--- config.mk ---
export PLATFORM = sky130hd
export DESIGN_NAME = rtype_sequencer
export DESIGN_NICKNAME = d
export VERILOG_FILES = /design/src/rtl/rtype_sequencer.sv
export SDC_FILE = /design/constraint.sdc
export NUM_CORES = 1
export LEC_CHECK = 0
export CAP_MARGIN = 10
export CORE_AREA = 2 2 83 125
export CTS_CLUSTER_SIZE = 14
export DETAILED_ROUTE_END_ITERATION = 6
export DIE_AREA = 0 0 85 127
export GPL_TIMING_DRIVEN = 0
export PLACE_DENSITY = 0.91
export SLEW_MARGIN = 15
export SYNTH_ARGS = -nofsm -noshare
export SYNTH_HDL_FRONTEND = slang
export SYNTH_SLANG_ARGS = --single-unit
--- constraint.sdc ---
create_clock -name clock -period 2.2 [get_ports clock]
set_input_delay 0.66 -clock clock [delete_from_list [all_inputs] [get_ports clock]]
set_output_delay 0.66 -clock clock [all_outputs]
set_load 0.02 [all_outputs]
--- src/rtl/rtype_sequencer.sv ---
// rtype_sequencer: LEGv8 R-format sequencer (IDLE/DECODE/EXECUTE/WRITEBACK), all outputs registered.
// Define SEQ_XZR_EN to suppress the register write for Rd=31 (XZR); done still pulses.
module rtype_sequencer #(
   parameter int DATA_WIDTH = 64,
   parameter int REG_ADDR_W = 6
) (
   input  logic                  clock,
   input  logic                  reset_n,
   input  logic                  instr_valid,
   output logic                  instr_ready,
   input  logic [31:0]           instr,
   output logic [REG_ADDR_W-1:0] Read1,
   output logic [REG_ADDR_W-1:0] Read2,
   output logic [REG_ADDR_W-1:0] WriteReg,
   output logic [DATA_WIDTH-1:0] WriteData,
   output logic                  RegWrite,
   output logic [1:0]            ALUOp,
   output logic [10:0]           Opcode_field,
   input  logic [DATA_WIDTH-1:0] ALU_result,
   input  logic                  Zero,
   output logic                  result_zero,
   output logic                  done,
   output logic                  illegal
);
   typedef enum logic [1:0] {IDLE, DECODE, EXECUTE, WRITEBACK} state_t;
   state_t state, state_next;
   logic [4:0] rd;
   logic accept, supported, write_en, ready_d, illegal_d, done_d, write_d, unused_shamt;
   assign unused_shamt = ^instr[15:10];
   assign accept = instr_ready & instr_valid;
   always_ff @(posedge clock or negedge reset_n) begin
      if (!reset_n) begin
         state        <= IDLE;
         instr_ready  <= 1'b1;
         illegal      <= 1'b0;
         done         <= 1'b0;
         RegWrite     <= 1'b0;
         Read1        <= '0;
         Read2        <= '0;
         WriteReg     <= '0;
         WriteData    <= '0;
         result_zero  <= 1'b0;
         ALUOp        <= 2'b00;
         Opcode_field <= '0;
         rd           <= '0;
      end else begin
         state       <= state_next;
         instr_ready <= ready_d;
         illegal     <= illegal_d;
         done        <= done_d;
         RegWrite    <= write_d;
         if (accept) begin
            Read1        <= REG_ADDR_W'(instr[9:5]);
            Read2        <= REG_ADDR_W'(instr[20:16]);
            Opcode_field <= instr[31:21];
            ALUOp        <= 2'b10;
            rd           <= instr[4:0];
         end
         if (state == EXECUTE) begin
            WriteData   <= ALU_result;
            result_zero <= Zero;
            WriteReg    <= REG_ADDR_W'(rd);
         end
      end
   end
   // illegal is already valid during DECODE, so it doubles as the decode verdict
   always_comb begin
      state_next = state;
      case (state)
         IDLE:    state_next = accept ? DECODE : IDLE;
         DECODE:  state_next = illegal ? IDLE : EXECUTE;
         EXECUTE: state_next = WRITEBACK;
         default: state_next = IDLE;
      endcase
   end
   always_comb begin
      supported = instr[31:21] inside {11'b10001010000, 11'b10101010000, 11'b10001011000, 11'b11001011000};
      write_en  = 1'b1;
`ifdef SEQ_XZR_EN
      write_en  = rd != 5'd31;
`endif
      ready_d   = state_next == IDLE;
      illegal_d = accept & ~supported;
      done_d    = state == EXECUTE;
      write_d   = (state == EXECUTE) & write_en;
   end
endmodule

==> results.py <==
metrics = {
    "logic_synthesis": {
        "ys_types": 20,
        "ys.flop_type": "dfrtp_1",
        "synth.avg_cell_area_sq_um": 18.57,
        "synthMostInstantiatedCell": "dfrtp_1",
        "synth_edf_count": 0,
        "ys_seq_area_share_pct": 60.85,
        "ys_ff_latch": 102,
        "yosys_warnings": 0,
        "yosys.area.top_type": "dfrtp_1",
        "syn-cell-area_sq_um": 4197,
        "synthTopCellsByArea": "dfrtp_1 60%, mux2_4 24%, mux2_2 7.5%",
        "netlist_top_cells_count": "101 x dfrtp_1, 68 x mux2_4, 28 x mux2_2",
        "async_reset_ff_share_pct": 100.0,
        "synth_top_area_share_pct": 60.23,
        "syn_inst": 226,
    },
    "clocking": {
        "cts_buffers": 9,
        "cts_root_buffer": "clkbuf_16",
        "h-tree-depth": 3,
        "path_clk_slew_ns": 0.07,
        "cts_buffer_depth": 2,
        "cts_tree": "built",
        "cts.sinks": 102,
        "insertion_delay_ns": 0.34,
    },
    "placed_design": {
        "gp_congestion": 0.7252,
        "io_buffers": 189,
        "dp_cells": 534,
        "post-place-ws_ns": 0.04315,
        "dp_hpwl_um": 7479,
        "place_area_sq_um": 6272,
    },
    "pwr": {
        "peakVddDrop_uv": 953.7,
        "p_total_mw": 10.87,
        "netSwitchingPower_mw": 3.623,
        "comb_power_share_pct": 53.4,
        "p_sw_share_pct": 33.32,
        "intPower_mw": 7.252,
        "seqPwrFrac_pct": 31.2,
        "p_per_area_nw_per_um2": 1650,
        "clockPowerShare_pct": 15.4,
        "p_leak_nw": 2.872,
    },
    "layout": {
        "final_core_util_pct": 68.42,
        "fin_area_sq_um": 6591,
        "diodes": 0,
        "drive_gt1_share_pct": 30.11,
        "syn2layout_area_growth_pct": 57.07,
        "finalNetCount": 530,
        "fin_cells": 550,
    },
    "timing": {
        "fin_crit_sh_pct": 92.89,
        "finalSetupViolCount": 0,
        "finalSetupTns_ns": 0,
        "final_max_slew_viol_count": 0,
        "hold_ws_ns": 0.2481,
        "fin_crit_ns": 2.044,
        "rsz0062_at_grt": "no",
        "max_freq_ghz": 0.4893,
        "skew_ns": 0.009761,
        "fin_ws_ns": 0.1564,
        "finalHoldViolations": 0,
    },
    "drt": {
        "drt_pass1_iterations": 4,
        "routedWlPerCell_um": 17.86,
        "ant_nets": 0,
        "wl_um": 9825,
        "drc": 0,
        "routed-via-count": 2601,
        "initialDrtViolationCount": 78,
        "viasPerCell": 4.729,
    },
    "worst_setup_path": {
        "critPathKind": "flip-flop to primary output",
        "arrival_ns": 1.38,
        "cp.required_ns": 1.54,
        "reg2reg_depth": 3,
        "rr_startpoint": "instr_ready",
        "crit_path_end": "done",
        "r2r_end": "Read2[2]",
        "path_max_fanout": 2,
        "startpoint_type": "flip-flop",
        "crit_start": "done",
        "r2r_slack_ns": 0.81,
        "cp-end-kind": "primary output",
    },
    "grt": {
        "grt_util_all_layers_pct": 18.84,
        "grt_pass1_wl_um": 15990,
        "antenna_found_initial": 0,
        "grt_pass1_vias": 3045,
        "grt_max_degree": 54,
        "overflow": 0,
    },
    "die": {
        "core_area_sq_um": 9634,
        "die_height_um": 127,
        "die_area_sq_um": 10800,
        "start_util_pct": 43.56,
        "row_count": 44,
        "die_x_um": 85,
        "io_pins": 200,
    },
    "worst_hold_path": {
        "hp-class": "primary input to async pin",
    },
    "flow_run": {
        "maxCapViolCount": 0,
    },
    "status": {
        "status": "finished clean",
    },
}
## placed cells by master, fill, tap and decap left out, types with 2 or more instances in the layout
cell type	instances
clkdlybuf4s50_1	187
dfrtp_1	101
mux2_4	68
mux2_2	28
clkbuf_16	9
buf_12	8
buf_4	5
conb_1	4
buf_2	2
bufinv_16	2
clkinvlp_4	2
clkbuf_1	2
## critical path: stages (launching register included)
cell and delay [ns]:
dfrtp_1 0.34, buf_4 0.10, clkdlybuf4s50_1 0.61
## worst min path at each step
| stage | slack (ns) | to | depth (start not counted) | from |
|---|---|---|---|---|
| global route | 0.28 | WriteData[37] | 1 | reset_n |
| detailed placement | 0.47 | ALUOp[1] | 1 | ALUOp[1] |
| finish | 0.25 | WriteData[37] | 1 | reset_n |
| CTS | 0.27 | WriteData[37] | 1 | reset_n |
| floorplan | 0.36 | ALUOp[1] | 0 | reset_n |
| global placement | 0.45 | ALUOp[1] | 1 | ALUOp[1] |
## layer usage
layer / vias to the layer above / global-route usage (%) / wire, um
met4: 0 / 6.349 / 149
met3: 10 / 5.943 / 764
met5: - / 0 / 0
met2: 115 / 32.77 / 5272
met1: 1288 / 21.82 / 3639
li1: 1188 / - / -
## state kept, by name, summed over array words and instances (netlist names)
| register | cells |
|---|---|
| Read2 | 5 |
| result_zero | 1 |
| Opcode_field | 11 |
| WriteData | 64 |
| WriteReg | 5 |
| illegal | 1 |
| state | 2 |
| rd | 5 |
| instr_ready | 1 |
| ALUOp | 1 |
| Read1 | 5 |
| done | 1 |
## power by group through the flow
stage	Combinational, mW	Sequential (mW)	Clock, mW
after detailed placement	5.84	3.42	0
after CTS	5.88	3.40	1.72
after global placement	5.73	3.34	0
final	5.81	3.39	1.68
after global routing	6.10	3.51	1.79
after floorplan	2.34	4.45	0
## cells by family after synthesis
logic type	after synthesis	share of synthesized area, %
flops	102	60.85
simple gates	7	1.342
mux	97	32.08
buf+inv	15	4.949
compound gates	4	0.6858
other cells	1	0.08936
## layout make-up
class                           instances  area (sq um)
Timing Repair Buffer                  190          1923
Multi-Input combinational cell        112          1446
Tap cell                              115         143.9
Clock inverter                          5         83.83
Fill cell                             632          3043
Clock buffer                           11         232.7
Buffer                                 15         207.7
Sequential cell                       102          2554
## what timing repair did
| action | in CTS | in global routing |
|---|---|---|
| resized for setup | 0 | 1 |
| hold endpoints to repair | 0 | 0 |
| hold buffers | 0 | 0 |
| setup buffers | 0 | 0 |
| setup endpoints to repair | 0 | 1 |
Note: power is estimated with default switching activity, not from simulation.
